**src/rtl/motor_pkg.sv**
```systemverilog
// Shared types and constants for the motor command sequencer.
// The emergency-stop sweep is enabled by defining MOTOR_SEQ_ESTOP_EN.
package motor_pkg;

   localparam int         DEFAULT_NUM_MOTORS = 6;
   localparam logic [7:0] DEFAULT_IDLE_CODE  = 8'hFF;
   localparam int         STATE_EN_BIT       = 0;
   localparam int         STATE_AUX_BIT      = 1;

   typedef enum logic [1:0] {
      RUN   = 2'd0,
      SWEEP = 2'd1,
      HOLD  = 2'd2
   } seq_state_t;

   typedef struct packed {
      logic [7:0] motor;
      logic [1:0] state;
   } motor_cmd_t;

endpackage

```
**src/rtl/motor_cmd_fifo.sv**
```systemverilog
// Synchronous command FIFO with push/pop/flush and occupancy count.
// DEPTH must be a power of two so the pointers wrap naturally.
module motor_cmd_fifo
   import motor_pkg::*;
#(
   parameter int DEPTH = 4
)(
   input  logic                     clock,
   input  logic                     reset_n,
   input  logic                     i_push,
   input  motor_cmd_t               i_data,
   input  logic                     i_pop,
   input  logic                     i_flush,
   output motor_cmd_t               o_head,
   output logic                     o_empty,
   output logic                     o_full,
   output logic [$clog2(DEPTH):0]   o_count
);

   localparam int PW = $clog2(DEPTH);
   localparam int CW = PW + 1;

   motor_cmd_t    r_mem [DEPTH];
   logic [PW-1:0] r_wr_ptr;
   logic [PW-1:0] r_rd_ptr;
   logic [CW-1:0] r_count;
   logic          w_do_push;
   logic          w_do_pop;

   assign o_empty   = (r_count == '0);
   assign o_full    = (r_count == CW'(DEPTH));
   assign o_head    = r_mem[r_rd_ptr];
   assign o_count   = r_count;
   assign w_do_push = i_push && !o_full;
   assign w_do_pop  = i_pop && !o_empty;

   // Flush wins over any push or pop on the same edge.
   always_ff @(posedge clock or negedge reset_n) begin
      if (!reset_n) begin
         r_wr_ptr <= '0;
         r_rd_ptr <= '0;
         r_count  <= '0;
      end else if (i_flush) begin
         r_wr_ptr <= '0;
         r_rd_ptr <= '0;
         r_count  <= '0;
      end else begin
         if (w_do_push) begin
            r_wr_ptr <= r_wr_ptr + PW'(1);
         end
         if (w_do_pop) begin
            r_rd_ptr <= r_rd_ptr + PW'(1);
         end
         if (w_do_push && !w_do_pop) begin
            r_count <= r_count + CW'(1);
         end else if (!w_do_push && w_do_pop) begin
            r_count <= r_count - CW'(1);
         end
      end
   end

   always_ff @(posedge clock) begin
      if (w_do_push && !i_flush) begin
         r_mem[r_wr_ptr] <= i_data;
      end
   end

endmodule

```
**src/rtl/motor_command_sequencer.sv**
```systemverilog
// Buffers motor on/off commands and issues them one per cycle, spacing enable-ons by GAP_CYCLES.
// Define MOTOR_SEQ_ESTOP_EN to add the estop input and the SWEEP/HOLD shutdown sequence.
module motor_command_sequencer
   import motor_pkg::*;
#(
   parameter int         NUM_MOTORS = DEFAULT_NUM_MOTORS,
   parameter int         FIFO_DEPTH = 4,
   parameter int         GAP_CYCLES = 50000,
   parameter logic [7:0] IDLE_CODE  = DEFAULT_IDLE_CODE
)(
   input  logic                          clock,
   input  logic                          reset_n,
   input  logic                          cmd_valid,
   output logic                          cmd_ready,
   input  logic [7:0]                    cmd_motor,
   input  logic [1:0]                    cmd_state,
   input  logic                          err_clr,
`ifdef MOTOR_SEQ_ESTOP_EN
   input  logic                          estop,
`endif
   output logic [7:0]                    motor,
   output logic [1:0]                    state,
   output logic                          busy,
   output logic [$clog2(FIFO_DEPTH):0]   fifo_count,
   output logic                          err_bad_id
);

   localparam int         GW       = (GAP_CYCLES > 1) ? $clog2(GAP_CYCLES) : 1;
   localparam logic [GW-1:0] GAP_LOAD = GW'(GAP_CYCLES - 1);
   localparam logic [8:0] ID_LIMIT = 9'(NUM_MOTORS);
   localparam logic [7:0] LAST_ID  = 8'(NUM_MOTORS - 1);

   seq_state_t    r_seq_state;
   logic [7:0]    r_sweep_idx;
   logic [GW-1:0] r_gap;
   logic [7:0]    r_motor;
   logic [1:0]    r_state;
   logic          r_started;
   logic          r_err;

   motor_cmd_t    w_head;
   motor_cmd_t    w_new_cmd;
   logic          w_empty;
   logic          w_full;
   logic          w_estop;
   logic          w_run;
   logic          w_estop_hit;
   logic          w_fire;
   logic          w_accept;
   logic          w_bad_id;
   logic          w_push;
   logic          w_head_en;
   logic          w_pop;

`ifdef MOTOR_SEQ_ESTOP_EN
   assign w_estop = estop;
`else
   assign w_estop = 1'b0;
`endif

   // An estop seen in RUN flushes the queue and drops any command handshaking on that edge.
   assign w_run       = (r_seq_state == RUN);
   assign w_estop_hit = w_estop && w_run;
   assign cmd_ready   = r_started && !w_full && w_run;
   assign w_fire      = cmd_valid && cmd_ready;
   assign w_accept    = w_fire && !w_estop_hit;
   assign w_bad_id    = ({1'b0, cmd_motor} >= ID_LIMIT);
   assign w_push      = w_accept && !w_bad_id;
   assign w_new_cmd   = '{motor: cmd_motor, state: cmd_state};

   // Disables always go; an enable-on at the head waits for the gap and blocks everything behind it.
   assign w_head_en   = w_head.state[STATE_EN_BIT];
   assign w_pop       = w_run && !w_estop && !w_empty && (!w_head_en || (r_gap == '0));

   assign motor       = r_motor;
   assign state       = r_state;
   assign err_bad_id  = r_err;
   assign busy        = !w_empty || (r_gap != '0) || (r_seq_state == SWEEP);

   motor_cmd_fifo #(
      .DEPTH (FIFO_DEPTH)
   ) u_fifo (
      .clock   (clock),
      .reset_n (reset_n),
      .i_push  (w_push),
      .i_data  (w_new_cmd),
      .i_pop   (w_pop),
      .i_flush (w_estop_hit),
      .o_head  (w_head),
      .o_empty (w_empty),
      .o_full  (w_full),
      .o_count (fifo_count)
   );

   // Holds cmd_ready low until the first edge after reset release.
   always_ff @(posedge clock or negedge reset_n) begin
      if (!reset_n) begin
         r_started <= 1'b0;
      end else begin
         r_started <= 1'b1;
      end
   end

   // A new bad id on the same edge as err_clr keeps the flag set.
   always_ff @(posedge clock or negedge reset_n) begin
      if (!reset_n) begin
         r_err <= 1'b0;
      end else if (w_accept && w_bad_id) begin
         r_err <= 1'b1;
      end else if (err_clr) begin
         r_err <= 1'b0;
      end
   end

   // Sequencer FSM with the gap counter and the registered output bus.
   always_ff @(posedge clock or negedge reset_n) begin
      if (!reset_n) begin
         r_seq_state <= RUN;
         r_sweep_idx <= '0;
         r_gap       <= '0;
         r_motor     <= IDLE_CODE;
         r_state     <= 2'b00;
      end else begin
         r_motor <= IDLE_CODE;
         r_state <= 2'b00;
         unique case (r_seq_state)
            RUN: begin
               if (w_estop) begin
                  r_seq_state <= SWEEP;
                  r_sweep_idx <= '0;
                  r_gap       <= '0;
               end else begin
                  if (w_pop) begin
                     r_motor <= w_head.motor;
                     r_state <= w_head.state;
                  end
                  if (w_pop && w_head_en) begin
                     r_gap <= GAP_LOAD;
                  end else if (r_gap != '0) begin
                     r_gap <= r_gap - GW'(1);
                  end
               end
            end
            SWEEP: begin
               r_motor <= r_sweep_idx;
               r_state <= 2'b00;
               if (r_sweep_idx == LAST_ID) begin
                  r_seq_state <= HOLD;
               end else begin
                  r_sweep_idx <= r_sweep_idx + 8'd1;
               end
            end
            HOLD: begin
               if (!w_estop) begin
                  r_seq_state <= RUN;
               end
            end
            default: begin
               r_seq_state <= RUN;
            end
         endcase
      end
   end

endmodule

```
**config.mk**
```make
export PLATFORM = sky130hd
export DESIGN_NAME = motor_command_sequencer
export DESIGN_NICKNAME = d
export VERILOG_FILES = /design/src/rtl/motor_pkg.sv /design/src/rtl/motor_cmd_fifo.sv /design/src/rtl/motor_command_sequencer.sv
export SDC_FILE = /design/constraint.sdc
export NUM_CORES = 1
export LEC_CHECK = 0
export ABC_AREA = 1
export BUFFER_PORTS_ARGS = -buffer_cell sky130_fd_sc_hd__buf_2
export CAP_MARGIN = 10
export CORE_ASPECT_RATIO = 1.5
export CORE_MARGIN = 2
export CORE_UTILIZATION = 60
export DETAILED_ROUTE_END_ITERATION = 16
export PLACE_DENSITY = 0.79
export SYNTH_ARGS = -nofsm -noshare
export SYNTH_HDL_FRONTEND = slang
export SYNTH_HIERARCHICAL = 1
export SYNTH_SLANG_ARGS = --single-unit
```
**constraint.sdc**
```tcl
create_clock -name clock -period 4.3 [get_ports clock]
set_clock_uncertainty 0.05 [all_clocks]
set_input_delay 0.215 -clock clock [delete_from_list [all_inputs] [get_ports clock]]
set_output_delay 0.215 -clock clock [all_outputs]
set_load 0.03 [all_outputs]
```
# [After elaboration in Yosys (flattened, before gate mapping)]
# Memory sizes are Yosys's and may differ from the RTL's.
# Index checks and enable logic that the tools add are counted.
[word_totals] reg_bits=45 mem_bits_rw=40 out_inout_bits=16 word_cells=69 mem_count=1
[op_classes] add_sub_neg=6 n_lt_le_gt_ge=1 n_eq_ne=4 muxes=14 bitwise_logic=2 n_reduce_logical=31
[mem_list] memory="u_fifo.r_mem" depth=4 width=10 rd=1 rd_ports_with_merged_regs=0 wr=1 line_no="motor_cmd_fifo.sv:23" source="motor_cmd_t r_mem [DEPTH];"
[op_table] op="two-way mux 16 bit" n=2
[op_table] op="zero test 16 bit" n=1
[op_table] op="case mux 8 bit (2 select lines)" n=1
[op_table] op="nonzero test 16 bit" n=1
[op_table] op="subtractor 16 x 1 -> 16 bit, second input constant" n=1
[op_table] op="logical AND 1 bit" n=12
[op_table] op="adder 8 x 1 -> 8 bit, second input constant" n=1
[op_table] op="equality test 8 x 3 -> 1 bit, second input constant" n=1
[op_table] op="greater-or-equal comparator 8 x 3 -> 1 bit, second input constant" n=1
[op_table] op="two-way mux 8 bit" n=1
[op_table] op="zero test 1 bit" n=6
[op_table] op="two-way mux 2 bit" n=3
[op_table] op="two-way mux 3 bit" n=2
[op_table] op="AND reduction 2 bit" n=3
[op_table] op="nonzero test 2 bit" n=3
[op_table] op="adder 2 x 1 -> 2 bit, second input constant" n=2
[op_table] op="two-way mux 1 bit" n=4
[op_table] op="case mux 2 bit (2 select lines)" n=1
[op_table] op="adder 3 x 1 -> 3 bit, second input constant" n=1
[op_table] op="equality test 3 bit, second input constant" n=1
[op_table] op="zero test 3 bit" n=1
[op_table] op="logical OR 1 bit" n=3
[op_table] op="subtractor 3 x 1 -> 3 bit, second input constant" n=1
[op_table] op="equality test 2 x 1 -> 1 bit, second input constant" n=1
[op_table] op="other kinds (3)" n=4

# [Depth between registers and ports, before layout]
[depth] ltp_word=11 depth_mapped=16

# [By module]
# Netlist, hierarchy kept.
[by_module_without_submodules] module="motor_cmd_fifo" n_inst=1 cells_per_inst=166 area_each_um2=2004.4
[by_module_without_submodules] module="motor_command_sequencer" n_inst=1 cells_per_inst=186 area_each_um2=1496.4

# [Worst setup path before layout]
# OpenSTA, ideal clock, no wires.
[synth_path] path_kind="register to register" startpoint="register u_fifo.r_count[1] (netlist: u_fifo/o_count[1])" endpoint="memory u_fifo/r_mem[0][0] in the netlist's numbering (enable)" arrival_time_ps=2187 required_ps=3874 slack_ps=1687 path_stages_with_launch=11 cell_sequence="dfrtp_1 nor2_2 nand2_2 inv_1 nor2_1 nand2_1 nor2_1 nand2_1 inv_1 nand2_2 nor2_1"
[synth_between] elab_chain_len=9
[synth_rtl] element="from (decl)" line_no="motor_cmd_fifo.sv:26" source="logic [CW-1:0] r_count;"
[synth_rtl] element="from (signal assigned)" line_no="motor_cmd_fifo.sv:55" source="r_count <= r_count + CW'(1);"
[synth_rtl] element="from (signal assigned)" line_no="motor_cmd_fifo.sv:57" source="r_count <= r_count - CW'(1);"
[synth_rtl] element="equality test 3 bit" line_no="motor_cmd_fifo.sv:31" source="assign o_full = (r_count == CW'(DEPTH));"
[synth_rtl] element="net w_full" line_no="motor_command_sequencer.sv:44" source="logic w_full;"
[synth_rtl] element="zero test 1 bit" line_no="motor_command_sequencer.sv:64" source="assign cmd_ready = r_started && !w_full && w_run;"
[synth_rtl] element="logical AND 1 bit (2 in series)" line_no="motor_command_sequencer.sv:64"
[synth_rtl] element="net cmd_ready" line_no="motor_command_sequencer.sv:14" source="output logic cmd_ready,"
[synth_rtl] element="logical AND 1 bit" line_no="motor_command_sequencer.sv:65" source="assign w_fire = cmd_valid && cmd_ready;"
[synth_rtl] element="logical AND 1 bit" line_no="motor_command_sequencer.sv:68" source="assign w_push = w_accept && !w_bad_id;"
[synth_rtl] element="net w_push" line_no="motor_command_sequencer.sv:51" source="logic w_push;"
[synth_rtl] element="logical AND 1 bit" line_no="motor_cmd_fifo.sv:34" source="assign w_do_push = i_push && !o_full;"
[synth_rtl] element="two-way mux 1 bit" line_no="motor_cmd_fifo.sv:63" source="if (w_do_push && !i_flush) begin"
[synth_rtl] element="two-way mux 1 bit (implied by the code)" line_no="motor_cmd_fifo.sv:64" source="r_mem[r_wr_ptr] <= i_data;"
[synth_rtl] element="to (decl)" line_no="motor_cmd_fifo.sv:23"
# The timed path passes the listed nets, and every way through them passes these cells.

==> flow_summary.html <==
<table>
<tr><th>Metric</th><th>Value</th></tr>
<tr><th colspan="2">Routing</th></tr>
<tr><td>DR pass1 iterations</td><td>5</td></tr>
<tr><td>DRC violation count after routing</td><td>0</td></tr>
<tr><td>Count of routing violations after the opening detailed-route iteration</td><td>204</td></tr>
<tr><td>DRT antenna net count</td><td>0</td></tr>
<tr><td>Mean number of vias per cell</td><td>5.285</td></tr>
<tr><td>Routed WL per cell</td><td>14.59 um</td></tr>
<tr><td>Total vias in the final route</td><td>2,447</td></tr>
<tr><td>Final wirelength</td><td>6756 um</td></tr>
<tr><th colspan="2">Worst hold path</th></tr>
<tr><td>Classification of the worst-slack hold path</td><td>input pin to register</td></tr>
<tr><td>Worst Hold Depth</td><td>2</td></tr>
<tr><td>Hold path start</td><td>err_clr</td></tr>
<tr><td>Hold worst-path end</td><td>err_bad_id</td></tr>
<tr><th colspan="2">Logic synthesis</th></tr>
<tr><td>Share of the yosys chip area belonging to registers</td><td>59.61%</td></tr>
<tr><td>Share of flip-flops with an asynchronous set or reset after synthesis</td><td>46.67%</td></tr>
<tr><td>Most used DFF post-synth</td><td>sky130_fd_sc_hd__edfxtp_1</td></tr>
<tr><td>Cell area after synthesis</td><td>3501 um2</td></tr>
<tr><td>Total of flip-flops plus latches after synthesis</td><td>75</td></tr>
<tr><td>Post-synth EDFFs</td><td>40</td></tr>
<tr><td>Warnings from Yosys</td><td>6</td></tr>
<tr><td>Average cell area after synthesis</td><td>9.946 um2</td></tr>
<tr><td>Distinct cell type count after synthesis</td><td>34</td></tr>
<tr><td>Cells after synthesis</td><td>352</td></tr>
<tr><th colspan="2">Worst setup path</th></tr>
<tr><td>Crit-path leading delay family</td><td>flip-flops</td></tr>
<tr><td>Critical path's most frequent cell</td><td>sky130_fd_sc_hd__nand2_1</td></tr>
<tr><td>Reg2reg setup slack</td><td>1.35 ns</td></tr>
<tr><td>Depth of the worst register-to-register path</td><td>13</td></tr>
<tr><td>Worst Path Buf+Inv</td><td>3</td></tr>
<tr><td>Endpoint of the worst register-to-register path</td><td>u_fifo/o_count[2]</td></tr>
<tr><td>Slowest CP cell</td><td>sky130_fd_sc_hd__dfrtp_1</td></tr>
<tr><td>Kind of end point of the critical path</td><td>register</td></tr>
<tr><td>Critical Path Fanout Max</td><td>24</td></tr>
<tr><td>Data arrival, critical path</td><td>3.13 ns</td></tr>
<tr><td>Kind of launch point of the worst setup path</td><td>register</td></tr>
<tr><td>Critical path required time</td><td>4.49 ns</td></tr>
<tr><td>Setup CP Type</td><td>register to register</td></tr>
<tr><td>Cell chain of the critical path</td><td>inv_2 &gt; o21ai_1 &gt; o22ai_1 &gt; nand2_2 &gt; nand2_2 &gt; inv_1 &gt; nand2_1 &gt; ha_1 &gt; fa_1 &gt; inv_1 &gt; nand2_1 &gt; nand3_1 &gt; nand2_1</td></tr>
<tr><td>Reg2Reg Launch Point</td><td>u_fifo/r_rd_ptr[0]</td></tr>
<tr><td>Crit-path max cell delay</td><td>0.80 ns</td></tr>
<tr><th colspan="2">Finish</th></tr>
<tr><td>Share of layout cells above drive strength 1</td><td>19.18%</td></tr>
<tr><td>Non-filler cells in the finished layout</td><td>463</td></tr>
<tr><td>Number of antenna diodes</td><td>0</td></tr>
<tr><td>Final instance area</td><td>3866 um2</td></tr>
<tr><td># nets final</td><td>408</td></tr>
<tr><td>Area grow syn2layout</td><td>10.44%</td></tr>
<tr><td>Count of fill cells added during filler insertion</td><td>458</td></tr>
<tr><td>Final core occ</td><td>67.82%</td></tr>
<tr><th colspan="2">Global route</th></tr>
<tr><td>Via count of the first global-routing pass</td><td>2,413</td></tr>
<tr><td>Pin count of the biggest net entering global routing</td><td>36</td></tr>
<tr><td>Global route total overflow</td><td>0</td></tr>
<tr><td>Initial antenna violation count</td><td>0</td></tr>
<tr><td>Wire length of the first global-routing pass</td><td>11,320 um</td></tr>
<tr><td>Total routing usage reported by global routing</td><td>23.58%</td></tr>
<tr><th colspan="2">Power and ir drop</th></tr>
<tr><td>Power density relative to cell area</td><td>455.7 nW/um2</td></tr>
<tr><td>Peak supply drop</td><td>0.3085 mV</td></tr>
<tr><td>Static leakage power</td><td>1.728 nW</td></tr>
<tr><th colspan="2">Timing</th></tr>
<tr><td>Post-route worst hold slack</td><td>0.01042 ns</td></tr>
<tr><td>Unrepaired setup endpoints after global routing</td><td>no</td></tr>
<tr><td>Measured slew at the worst slew-check pin</td><td>1.046 ns</td></tr>
<tr><td>FMAX</td><td>0.3392 GHz</td></tr>
<tr><td>Post-route clock period utilization</td><td>68.57%</td></tr>
<tr><td>Slew Limit Headroom</td><td>29.98%</td></tr>
<tr><td>Final setup vio count</td><td>0</td></tr>
<tr><td>Period minus WS final</td><td>2.948 ns</td></tr>
<tr><td>Final hold vios</td><td>0</td></tr>
<tr><td>Setup TNS after final layout</td><td>0 ns</td></tr>
<tr><td>Final Slew Violations</td><td>0</td></tr>
<tr><th colspan="2">Placed design</th></tr>
<tr><td>Post-DP HPWL</td><td>4620 um</td></tr>
<tr><td>Weighted congestion at the end of routability-driven global placement</td><td>0.8824</td></tr>
<tr><td>Cell total after placement</td><td>446</td></tr>
<tr><td>Number of I/O port buffers</td><td>29</td></tr>
<tr><td>Area post-placement</td><td>3672 um2</td></tr>
<tr><th colspan="2">Outcome</th></tr>
<tr><td>Run status</td><td>completed</td></tr>
<tr><th colspan="2">Clocking</th></tr>
<tr><td>Cts repair resizes</td><td>0</td></tr>
<tr><td>Latest clock arrival within the worst-skew pair</td><td>0.34 ns</td></tr>
<tr><td>Num CTS Buffers</td><td>9</td></tr>
<tr><td>Clk buf depth</td><td>2</td></tr>
<tr><td>Clock transition at the registers of the reported paths</td><td>0.08 ns</td></tr>
<tr><td>CTS root buf</td><td>sky130_fd_sc_hd__clkbuf_8</td></tr>
<tr><td>Clock tree from TritonCTS</td><td>done</td></tr>
<tr><td># H-tree levels</td><td>3</td></tr>
<tr><td>Count of clock tree sinks</td><td>75</td></tr>
<tr><th colspan="2">Die</th></tr>
<tr><td>Cell row count</td><td>34</td></tr>
<tr><td>Total Die Area</td><td>6474 um2</td></tr>
<tr><td>Die Y</td><td>97.55 um</td></tr>
<tr><td>Top-level port count</td><td>30</td></tr>
<tr><td>Width of the chip</td><td>66.37 um</td></tr>
<tr><td>Placeable core region</td><td>5700 um2</td></tr>
<tr><td>Initial standard-cell utilization of the core</td><td>61.41%</td></tr>
<tr><th colspan="2">Flow run</th></tr>
<tr><td>Number of max-cap violations</td><td>0</td></tr>
</table>
-- report_power, final --
part	leakage, nW	switching [mW]	total [mW]	internal [mW]
sequential	0.789	0.0634	0.892	0.829
clock	0.0840	0.277	0.494	0.217
combinational	0.854	0.252	0.376	0.124
-- state kept, by name, summed over array words and instances, names as in the netlist --
name / cells
u_fifo/r_wr_ptr: 2
r_gap: 16
state: 2
u_fifo/r_rd_ptr: 2
r_started: 1
motor: 8
u_fifo/o_count: 3
err_bad_id: 1
u_fifo/r_mem: 40
-- layout by cell type (no fill, tap or decap), types with 2 or more instances in the layout --
master / netlist / routed
sky130_fd_sc_hd__nand2_2: 7 / 7
sky130_fd_sc_hd__xor2_1: 3 / 3
sky130_fd_sc_hd__nand4_1: 8 / 8
sky130_fd_sc_hd__edfxtp_1: 40 / 40
sky130_fd_sc_hd__conb_1: 2 / 3
sky130_fd_sc_hd__buf_2: 2 / 29
sky130_fd_sc_hd__dfrtp_1: 27 / 27
sky130_fd_sc_hd__o21ai_1: 18 / 18
sky130_fd_sc_hd__dfstp_2: 8 / 8
sky130_fd_sc_hd__nand2_1: 51 / 51
sky130_fd_sc_hd__o21ai_0: 5 / 5
sky130_fd_sc_hd__o211ai_1: 3 / 3
sky130_fd_sc_hd__clkinv_4: 0 / 2
sky130_fd_sc_hd__clkinvlp_4: 0 / 3
sky130_fd_sc_hd__ha_1: 7 / 7
sky130_fd_sc_hd__o22ai_1: 10 / 10
sky130_fd_sc_hd__inv_1: 51 / 51
sky130_fd_sc_hd__nor2_2: 7 / 7
sky130_fd_sc_hd__a21oi_1: 2 / 2
sky130_fd_sc_hd__nor2_1: 48 / 48
sky130_fd_sc_hd__or2_1: 8 / 8
sky130_fd_sc_hd__clkbuf_8: 0 / 9
sky130_fd_sc_hd__nand3_1: 28 / 28
-- layout make-up --
cell class | count | area (um2) | area share [%]
clock inverter | 7 | 60.06 | 1.553
clock buffer | 9 | 123.9 | 3.204
timing repair buffer | 30 | 155.1 | 4.013
multi-input combinational | 218 | 1155 | 29.87
tap | 72 | 90.09 | 2.330
inverter | 52 | 195.2 | 5.049
sequential | 75 | 2087 | 53.98
-- how the worst max path moves through the flow --
stage | from | end | slack, ns | cells past startpoint
final | u_fifo/r_rd_ptr[0] | u_fifo/o_count[2] | 1.35 | 13
after global routing | u_fifo/r_rd_ptr[0] | u_fifo/o_count[2] | 1.11 | 13
after CTS | u_fifo/r_rd_ptr[0] | u_fifo/o_count[2] | 1.37 | 13
after detailed placement | u_fifo/r_rd_ptr[0] | u_fifo/o_count[2] | 1.38 | 13
after global placement | u_fifo/r_rd_ptr[0] | u_fifo/o_count[2] | 1.50 | 13
after floorplan | u_fifo/o_count[1] | u_fifo/r_mem[0][0] | 1.69 | 10
-- Yosys cell counts (all sizes together), types with 3 or more instances --
library cell,n,area (um2)
nand4,9,62.56
nor2,57,255.2
nand3,29,150.1
o211ai,3,22.52
nand2,59,246.5
dfrtp,27,675.7
buf,7,62.56
ha,7,87.58
o21ai,24,123.9
or2,8,50.05
o22ai,11,75.07
dfstp,8,210.2
xor2,3,26.28
inv,52,195.2
edfxtp,40,1201
-- timing repair --
item / CTS / global route
setup endpoints to repair: 0 / 0
hold endpoints to repair: 27 / 0
setup buffers: 0 / 0
hold buffers: 1 / 0
-- per-stage QoR --
step | total power, mW | setup WS, ns
floorplan | 1.185 | 1.687
global placement | 1.265 | 1.497
detailed placement | 1.278 | 1.382
CTS | 1.770 | 1.373
global route | 1.874 | 1.107
finish | 1.762 | 1.352
-- kinds of logic after synthesis --
logic type                 share of synthesized area (%)
AOI/OAI and AO/OA                                  6.826
DFF                                                59.61
buffers and inverters                              7.505
and+or+nand+nor                                    22.02
other                                             0.2145
xor gates and xnor gates                          0.7507
adders and majority gates                          3.074
-- routing by layer --
metal / wire, um / vias up / GRT usage (%)
met5: 0 / - / 0
met4: 116 / 0 / 8.791
met3: 245 / 12 / 6.025
met2: 3822 / 57 / 40.77
met1: 2570 / 1159 / 27.48
li1: - / 1219 / -
No activity file was read; power rests on OpenSTA's default activity.
